**config.mk**
```make
export PLATFORM = sky130hd
export DESIGN_NAME = times_table_sweeper
export DESIGN_NICKNAME = d
export VERILOG_FILES = /design/src/rtl/times_table_sweeper.sv
export SDC_FILE = /design/constraint.sdc
export NUM_CORES = 1
export LEC_CHECK = 0
export BUFFER_PORTS_ARGS = -buffer_cell sky130_fd_sc_hd__buf_2
export CELL_PAD_IN_SITES_DETAIL_PLACEMENT = 0
export CELL_PAD_IN_SITES_GLOBAL_PLACEMENT = 1
export CORE_UTILIZATION = 41
export CTS_BUF_LIST = sky130_fd_sc_hd__clkbuf_8
export DETAILED_ROUTE_END_ITERATION = 8
export GPL_TIMING_DRIVEN = 0
export MAX_ROUTING_LAYER = met4
export PLACE_DENSITY = 0.78
export SLEW_MARGIN = 20
export SYNTH_ARGS = -nofsm -noshare
export SYNTH_HDL_FRONTEND = slang
export SYNTH_SLANG_ARGS = --single-unit
```
**constraint.sdc**
```tcl
create_clock -name clk -period 8.65 [get_ports clk]
set_clock_uncertainty 0.2 [all_clocks]
set_input_delay 0.865 -clock clk [delete_from_list [all_inputs] [get_ports clk]]
set_output_delay 0.865 -clock clk [all_outputs]
set_load 0.05 [all_outputs]
```
**src/rtl/times_table_sweeper.sv**
```systemverilog
`default_nettype none
// ============================================================================
// Module  : times_table_sweeper
// Brief   : Built-in self-test driver/checker for a 3x3-bit multiplier memory.
//           Walks all 64 (a,b) pairs, strobes a read for each one, samples the
//           returned product LATENCY edges later and tallies mismatches.
// Revision: 1.0 - initial release
// ============================================================================
module times_table_sweeper #(
  parameter int LATENCY = 2
) (
  input  logic       clk,
  input  logic       rst_n,
  input  logic       start,
  output logic [2:0] a,
  output logic [2:0] b,
  output logic       read,
  input  logic [5:0] result,
  output logic       busy,
  output logic       done,
  output logic [6:0] err_count,
  output logic       fail_seen,
  output logic [5:0] first_fail
);

  localparam logic [2:0] S_IDLE  = 3'd0;
  localparam logic [2:0] S_ISSUE = 3'd1;
  localparam logic [2:0] S_WAIT  = 3'd2;
  localparam logic [2:0] S_GAP   = 3'd3;
  localparam logic [2:0] S_TAIL  = 3'd4;
  localparam logic [2:0] S_FIN   = 3'd5;

  // Value of the latency counter on the cycle before the sample edge.
  localparam logic [2:0] LAT_M1 = 3'(LATENCY - 1);

  logic [2:0] state;
  logic [2:0] state_nxt;
  logic [5:0] idx;
  logic [2:0] lat_cnt;
  logic       sample;
  logic       last;
  logic [5:0] expected;
  logic       mismatch;

  // The edge that closes this cycle is the sample edge for the current pair.
  // With LATENCY=1 that is the edge leaving ISSUE, so WAIT is never entered.
  assign sample   = ((state == S_ISSUE) && (LATENCY == 1)) ||
                    ((state == S_WAIT) && (lat_cnt == LAT_M1));
  assign last     = (idx == 6'd63);
  assign expected = {3'b000, idx[5:3]} * {3'b000, idx[2:0]};
  assign mismatch = (result != expected);

  // State register.
  always_ff @(posedge clk or negedge rst_n) begin
    if (!rst_n) state <= S_IDLE;
    else        state <= state_nxt;
  end

  // Next-state logic. After the final sample a one-cycle TAIL keeps the done
  // pulse on the same LATENCY+1 cadence as the reads (done at S+64*(L+1)).
  always_comb begin
    state_nxt = state;
    case (state)
      S_IDLE:  if (start) state_nxt = S_ISSUE;
      S_ISSUE: begin
        if (sample) state_nxt = last ? S_TAIL : S_GAP;
        else        state_nxt = S_WAIT;
      end
      S_WAIT:  if (sample) state_nxt = last ? S_TAIL : S_GAP;
      S_GAP:   state_nxt = S_ISSUE;
      S_TAIL:  state_nxt = S_FIN;
      S_FIN:   state_nxt = S_IDLE;
      default: state_nxt = S_IDLE;
    endcase
  end

  // Outputs are decoded from registered state only; a/b come from the index.
  always_comb begin
    read = (state == S_ISSUE);
    busy = (state == S_ISSUE) || (state == S_WAIT) ||
           (state == S_GAP)   || (state == S_TAIL);
    done = (state == S_FIN);
    a    = idx[5:3];
    b    = idx[2:0];
  end

  // Pair index, latency counter and mismatch bookkeeping.
  always_ff @(posedge clk or negedge rst_n) begin
    if (!rst_n) begin
      idx        <= 6'd0;
      lat_cnt    <= 3'd0;
      err_count  <= 7'd0;
      fail_seen  <= 1'b0;
      first_fail <= 6'd0;
    end else begin
      if ((state == S_IDLE) && start) begin
        idx        <= 6'd0;
        err_count  <= 7'd0;
        fail_seen  <= 1'b0;
        first_fail <= 6'd0;
      end

      if (state == S_ISSUE)     lat_cnt <= 3'd1;
      else if (state == S_WAIT) lat_cnt <= lat_cnt + 3'd1;

      if (sample) begin
        if (mismatch) begin
          err_count <= err_count + 7'd1;
          if (!fail_seen) begin
            first_fail <= idx;
            fail_seen  <= 1'b1;
          end
        end
        // Index stops at 63; a/b keep showing (7,7) until the next start.
        if (!last) idx <= idx + 6'd1;
      end
    end
  end

endmodule
`default_nettype wire
```
==> flow_metrics.tcl, run 1 <==
set metrics [dict create \
    setup_violations 0 \
    first_pass_iters 4 \
    post_cts_buffers 0 \
    r2r_cells 11 \
    start_util_pct 44.16 \
    synth_seq_cells 26 \
    hold_path_class "register to register" \
    cap_violations 0 \
    crit_type "register to register" \
    cp.arrival_ns 3.49 \
    die-area_sq_um 4320 \
    rrSetupSlack_ns 5.12 \
    syn-instance-count 181 \
    synth_cell_types 43 \
    first_iter_violations 51 \
    avgRoutedWirePerCell_microns 13.85 \
    seqCellArea_sq_um 650.6 \
    yosysMostFrequentCell "dfrtp_1" \
    fp-row-count 22 \
    synthTopCellsByCount "dfrtp_1, nand2_1, nor2_1" \
    ir_drop_v 0.0001247 \
    cp-end-kind "register" \
    tritoncts "built" \
    maxSlewHeadroom_pct 60.12 \
    synth_area_per_cell_sq_um 9.201 \
    synth_area_sq_um 1665 \
    grt_start_max_net_pins 27 \
    ios 32 \
    finalHoldViolations 0 \
    place.gp.congestion 0.8115 \
    grt_usage_pct 19.64 \
    tns_ns 0 \
    total_leakage_power_nw 1.007 \
    drt-total-wl_microns 3656 \
    rsz0062_at_grt "no" \
    run_status "finished, final reports clean" \
    power.density_nw_per_um2 275.7 \
    cts_resized 0 \
    coreArea_sq_um 3771 \
    tightest_slew_ns 0.5982 \
    fin_crit_sh_pct 40.80 \
    grt_overflow 0 \
    reg2reg_to "err_count[4]" \
    fin_area_sq_um 1936 \
    crit_required_ns 8.62 \
    fin_nets 237 \
    max_freq_mhz 283.3 \
    synth.area.top_cells "dfrtp_1, ha_1, nand2_1" \
    first_global_vias 1401 \
    ctsHoldBuffers 0 \
    antenna_found_initial 0 \
    htreeDepth 1 \
    whs_endpoint "first_fail[2]" \
    layout_min_cycle_time_ns 3.529 \
    synth_edf_count 0 \
    ys_seq_area_share_pct 39.07 \
    synthArstFlopShare_pct 100.0 \
    root_buffer "clkbuf_8" \
    drive_gt1_share_pct 21.30 \
    dpl.hpwl_microns 2848 \
    hp-start "first_fail[2]" \
    crit_path_start_kind "register" \
    synth_ff_type "dfrtp_1" \
    critPathMaxFanout 8 \
    syn_nets 201 \
    io_buffers 31 \
    synth_top_area_cell "dfrtp_1" \
    multiInputGateArea_sq_um 940.9 \
    yosys_warnings 0 \
    clk_pin_slew_worst_paths_ns 0.09 \
    vias 1392 \
    area_delta_synth_final_pct 16.23 \
    dpl_cell_area_sq_um 1881 \
    drv_slew 0 \
    drc_errors 0 \
    cts_buffers 3 \
    antenna_cells 0 \
    synth_top_area_share_pct 39.07 \
    reg2reg_from "idx[3]" \
    via_per_inst 5.273 \
    fp.dieH_microns 65.73 \
    fillers 346 \
    holdPathStages 2 \
    cts_buffer_depth 2 \
    die_w_microns 65.73 \
    clkLatencyLatePin_ns 0.27 \
    cts.sinks 26 \
    ant_nets 0 \
    grt_first_pass_wirelength_microns 6230 \
]
[cell usage in the layout (no fill, tap or decap), types with 6 or more instances in the layout]
master | Yosys | final
buf_2 | 2 | 33
dfrtp_1 | 26 | 26
nand2_1 | 25 | 25
nor2_1 | 18 | 18
inv_1 | 12 | 12
o21ai_0 | 9 | 9
ha_1 | 9 | 9
mux2i_1 | 8 | 8
nand3_1 | 8 | 8
xnor2_1 | 6 | 6
a21oi_1 | 6 | 6
[worst max-delay path by stage]
stage,endpoint,startpoint,depth (start not counted)
floorplan,err_count[4],idx[3],11
global placement,err_count[4],idx[3],11
detailed placement,err_count[4],idx[3],11
CTS,err_count[4],idx[3],11
global route,err_count[4],idx[3],11
finish,err_count[4],idx[3],11
[registers in the layout, indices dropped and copies added, names as in the netlist]
signal and cells:
idx 6, err_count 7, state 3, first_fail 6, lat_cnt 3, fail_seen 1
[power by group]
part	internal, mW	switching [mW]
Combinational	0.0828	0.190
Clock	0.0408	0.0395
Sequential	0.150	0.0302
Total	0.274	0.260
[per-layer routing]
metal | GRT usage (%) | share of wire (%) | up-vias
met4 | 6.522 | 1.1 | 0
met5 | - | 0 | -
li1 | - | - | 689
met3 | 2.604 | 2.8 | 4
met1 | 23.06 | 45 | 677
met2 | 34.31 | 51 | 22
[critical path, stage by stage (launching register included)]
cell	delay [ns]
dfrtp_1	0.44
inv_1	0.11
nor2_1	0.25
fa_1	0.46
ha_1	0.24
inv_1	0.08
fa_1	0.42
xnor2_1	0.14
nor3_2	0.26
o2111ai_4	0.25
and2_4	0.26
a221o_1	0.31
[area by class of cell]
cell class	count	share of cell area [%]
Buffer	6	1.487
Clock buffer	4	2.844
Inverter	12	2.327
Multi-Input combinational cell	137	48.61
Sequential cell	26	33.61
Tap cell	48	3.103
Timing Repair Buffer	31	8.016
[stage by stage]
step	power [mW]	std cells	utilization, %	worst slack (ns)	hold slack [ns]
floorplan	0.3913	181	-	5.074	0.3160
global placement	0.4492	260	49.87	5.152	0.2765
detailed placement	0.4583	260	49.87	5.106	0.3197
CTS	0.5408	264	51.33	5.095	0.3332
global route	0.5737	264	51.33	4.966	0.3693
finish	0.5336	264	51.33	5.121	0.3294
[cell families (layout without fill, tap and decap cells)]
kind of cell / Yosys count / count (layout) / synth area share (%)
AND/OR/NAND/NOR: 76 / 76 / 22.54
AO/OA/AOI/OAI: 32 / 32 / 14.58
flip-flops: 26 / 26 / 39.07
buffers and inverters: 18 / 53 / 4.433
adder cells (fa/ha/maj): 11 / 11 / 9.166
XOR/XNOR: 9 / 9 / 4.734
multiplexers: 9 / 9 / 5.485
No activity file was read; power rests on OpenSTA's default activity.
==> run 2, diff against run 1 <==
Clock period 8.65 ns to 3.6 ns, I/O delays scaled along.
==> run 2 against run 1 <==
  * Power increased by 140%
  * Flip-flop and latch count unchanged
  * Design area increased by 0.78%
  * Sequential power increased by 140%
  * Largest cell class unchanged
  * Clock power increased by 140%
==> flow_metrics.tcl, run 2 (synthesis gave the netlist of run 1 again) <==
set metrics [dict create \
    grt_start_max_net_pins 27 \
    ant_nets 0 \
    whs_ns 0.2229 \
    hold_path_class "input port to register" \
    rsz0062_at_grt "no" \
    clk_pin_slew_worst_paths_ns 0.09 \
    layout_min_cycle_time_ns 3.454 \
    vias 1404 \
    post_cts_buffers 0 \
    instances_no_fill 265 \
    first_global_vias 1401 \
    critPathMaxFanout 8 \
    place.gp.congestion 0.8115 \
    crit_path_start_kind "register" \
    total_leakage_power_nw 1.008 \
    fin_nets 238 \
    finalHoldViolations 0 \
    coreArea_sq_um 3771 \
    io_buffers 31 \
    root_buffer "clkbuf_8" \
    setup_violations 0 \
    cts_buffers 3 \
    first_iter_violations 42 \
    drc_errors 0 \
    htreeDepth 1 \
    place_worst_setup_slack_ns 0.05646 \
    crit_required_ns 3.57 \
    fillers 345 \
    grt_usage_pct 19.64 \
    drv_slew 0 \
    via_per_inst 5.298 \
    final_cell_mix "buf_2, nand2_1, dfrtp_1" \
    fp.dieH_microns 65.73 \
    cts.sinks 26 \
    drt-total-wl_microns 3657 \
    crit_type "register to register" \
    cp.arrival_ns 3.42 \
    ir_drop_v 0.0003005 \
    ios 32 \
    top_regs "err_count: 7 flops, first_fail: 6 flops, idx: 6 flops" \
    tns_ns 0 \
    antenna_cells 0 \
    avgRoutedWirePerCell_microns 13.80 \
    dpl.hpwl_microns 2848 \
    mostFrequentLayoutCell "buf_2" \
    tritoncts "built" \
    post-place-cells 260 \
    grt_overflow 0 \
    start_util_pct 44.16 \
    drive_gt1_share_pct 22.58 \
    max_freq_mhz 289.5 \
    power.density_nw_per_um2 658.7 \
    clkLatencyLatePin_ns 0.27 \
    tightest_slew_ns 0.6045 \
    largest_reg_flops 7 \
    grt_first_pass_wirelength_microns 6230 \
    cts_buffer_depth 2 \
    layout_setup_ws_ns 0.1463 \
    area_delta_synth_final_pct 17.13 \
    run_status "finished, final reports clean" \
    die-area_sq_um 4320 \
    max_flop_register "err_count" \
    antenna_found_initial 0 \
    first_pass_iters 6 \
    cp_cell_sequence "inv_1 > nor2_1 > fa_1 > ha_1 > inv_1 > fa_1 > xnor2_1 > nor3_2 > o2111ai_4 > and2_4 > a221o_1" \
    fp-row-count 22 \
    cap_violations 0 \
    fin_crit_sh_pct 95.94 \
    slowest_stage "fa_1" \
    max_stage_delay_ns 0.52 \
    cp-end-kind "register" \
    maxSlewHeadroom_pct 59.70 \
    die_w_microns 65.73 \
]
## run 2: cell count changes in the layout (fill, tap and decap cells not counted), sizes merged
cell / delta
dlygate4sd3: +1
## run 2: path summary, 6_finish.rpt
path	startpoint	end	slack, ns	cells after the start
worst max-delay path	idx[4]	err_count[4]	0.15	11
worst max register to register	idx[4]	err_count[4]	0.15	11
worst min-delay path	start	state[0]	0.22	3
worst min register to register	first_fail[2]	first_fail[2]	0.33	2
max in group asynchronous	rst_n	idx[0]	2.35	2
min in group asynchronous	rst_n	first_fail[0]	0.42	2
## run 2: what timing repair did
action,4_1_cts,5_1_grt
hold buffers,1,0
endpoints found under the setup margin,0,8
resized for setup,0,3
endpoints found under the hold margin,26,0
## run 2: power by group
part | internal (mW) | switching [mW] | total, mW | leakage, nW
Clock | 0.0980 | 0.0944 | 0.192 | 0.0288
Sequential | 0.363 | 0.0730 | 0.436 | 0.346
Combinational | 0.200 | 0.457 | 0.657 | 0.634
## run 2: area by class of cell
type,count,area [sq um],share of cell area [%]
Timing Repair Buffer,32,165.2,8.467
Sequential cell,26,653.1,33.48
Multi-Input combinational cell,137,943.4,48.36
Inverter,12,45.04,2.309
Buffer,6,28.78,1.475
Tap cell,48,60.06,3.079
Clock buffer,4,55.05,2.822
## run 2: worst max-delay path: cells and delay by family (launching register included)
kind	cells	cell delay, ns
AO/OA/AOI/OAI	2	0.56
XOR/XNOR	1	0.14
adder cells (fa/ha/maj)	3	1.15
buffers and inverters	2	0.22
flip-flops	1	0.46
AND/OR/NAND/NOR	3	0.59
## run 2: per-stage QoR
stage	util, %	power [mW]	instance area [sq um]
2_1_floorplan	-	0.9401	1665
3_3_place_gp	49.87	1.079	1881
3_5_place_dp	49.87	1.101	1881
4_1_cts	51.59	1.300	1946
5_1_grt	51.73	1.382	1951
6_report	51.73	1.285	1951
## run 2: metal layers
metal / wire (microns) / vias to the layer above / GRT usage (%)
li1: - / 690 / -
met1: 1634 / 683 / 23.06
met2: 1859 / 27 / 34.31
met3: 120 / 4 / 2.604
met4: 42 / 0 / 6.522
met5: 0 / - / -
==> run 3, diff against run 2 <==
Settings changed: CORE_UTILIZATION 41 to 25, PLACE_DENSITY 0.78 to 0.52.
==> run 3 against run 2 <==
  * Power rose by 0.59%
  * Register-to-register slack improved by 0.08 ns
  * Global-route usage fell by 7.3 points
  * Combinational power rose by 2%
==> flow_metrics.tcl, run 3 (synthesis gave the netlist of run 1 again) <==
set metrics [dict create \
    root_buffer "clkbuf_8" \
    layout_setup_ws_ns 0.2301 \
    io_buffers 31 \
    cts_buffer_depth 2 \
    finalHoldViolations 0 \
    tns_ns 0 \
    ios 32 \
    via_per_inst 4.729 \
    instances_no_fill 295 \
    mostFrequentLayoutCell "buf_2" \
    ant_nets 0 \
    drive_gt1_share_pct 22.94 \
    place_worst_setup_slack_ns 0.05235 \
    max_stage_delay_ns 0.54 \
    dpl_cell_area_sq_um 1917 \
    fin_area_sq_um 1994 \
    avgRoutedWirePerCell_microns 13.50 \
    hold_path_class "input port to register" \
    max_flop_register "err_count" \
    vias 1395 \
    cap_violations 0 \
    cp-end-kind "register" \
    grt_first_pass_wirelength_microns 6665 \
    setup_violations 0 \
    die_w_microns 83.62 \
    grt_start_max_net_pins 27 \
    cp.arrival_ns 3.33 \
    cts.sinks 26 \
    first_global_vias 1339 \
    htreeDepth 1 \
    area_delta_synth_final_pct 19.76 \
    grt_usage_pct 12.31 \
    start_util_pct 26.08 \
    antenna_cells 0 \
    die-area_sq_um 6991 \
    first_iter_violations 54 \
    top_regs "err_count: 7 flops, first_fail: 6 flops, idx: 6 flops" \
    tritoncts "built" \
    post-place-cells 289 \
    cts_buffers 3 \
    total_leakage_power_nw 1.013 \
    largest_reg_flops 7 \
    fp.dieH_microns 83.62 \
    crit_required_ns 3.56 \
    antenna_found_initial 0 \
    clk_pin_slew_worst_paths_ns 0.09 \
    use_met1_pct 16.45 \
    dpl.hpwl_microns 2938 \
    slowest_stage "fa_1" \
    rsz0062_at_grt "no" \
    run_status "finished, final reports clean" \
    fillers 709 \
    whs_ns 0.2008 \
    final_cell_mix "buf_2, nand2_1, dfrtp_1" \
    first_pass_iters 4 \
    fin_crit_sh_pct 93.61 \
    layout_min_cycle_time_ns 3.370 \
    coreArea_sq_um 6386 \
    crit_path_start_kind "register" \
    ir_drop_v 0.0002839 \
    fin_nets 239 \
    fin_total_pwr_mw 1.292 \
    crit_type "register to register" \
    grt_overflow 0 \
    tightest_slew_ns 0.6337 \
    drt-total-wl_microns 3982 \
    clkLatencyLatePin_ns 0.27 \
    power.density_nw_per_um2 648.0 \
    cp_cell_sequence "inv_1 > nor2_2 > fa_1 > ha_1 > inv_1 > fa_1 > xnor2_1 > nor3_2 > o2111ai_4 > and2_4 > a221o_1" \
    grtUsageMet2_pct 19.44 \
    max_freq_mhz 296.7 \
    use_met3_pct 2.572 \
    post-route-util_pct 31.23 \
    drv_slew 0 \
    busiest_layer "met2" \
    drc_errors 0 \
    critPathMaxFanout 7 \
    fp-row-count 29 \
    place.gp.congestion 0.7335 \
    maxSlewHeadroom_pct 57.75 \
]
-- run 3: worst max-delay path, delay by kind of cell (launching register included) --
kind	cells	cell delay (ns)
flops	1	0.44
simple gates	3	0.55
xor+xnor	1	0.14
compound gates	2	0.55
fa+ha+maj	3	1.17
buf+inv	2	0.22
-- run 3: timing repair --
action,4_1_cts,5_1_grt
endpoints found under the setup margin,0,13
hold endpoints to repair,26,0
resized for setup,0,3
hold buffers,1,0
setup buffers,0,1
-- run 3: per-layer routing --
layer / vias up / wire, microns / part of all wire [%]
met3: 2 / 155 / 3.9
li1: 693 / - / -
met2: 27 / 1794 / 45
met1: 673 / 2002 / 50
met5: - / 0 / 0
met4: 0 / 30 / 0.75
-- run 3: final timing paths --
check / to / start / slack (ns) / depth (start not counted)
max: err_count[4] / idx[3] / 0.23 / 11
min: state[0] / start / 0.20 / 3
max reg2reg: err_count[4] / idx[3] / 0.23 / 11
min reg2reg: fail_seen / fail_seen / 0.30 / 2
max in group asynchronous: idx[0] / rst_n / 2.32 / 2
min in group asynchronous: err_count[3] / rst_n / 0.43 / 2
-- run 3: final cells by class --
type	count	area [sq um]	area share, %
multi-input combinational	137	943.4	47.30
sequential	26	653.1	32.75
timing repair buffer	33	172.7	8.657
tap	77	96.34	4.831
clock buffer	4	55.05	2.760
inverter	12	45.04	2.258
buffer	6	28.78	1.443
-- run 3: power breakdown --
| group | switching [mW] | internal, mW |
|---|---|---|
| logic | 0.468 | 0.200 |
| registers | 0.0695 | 0.362 |
| clock network | 0.0955 | 0.0979 |
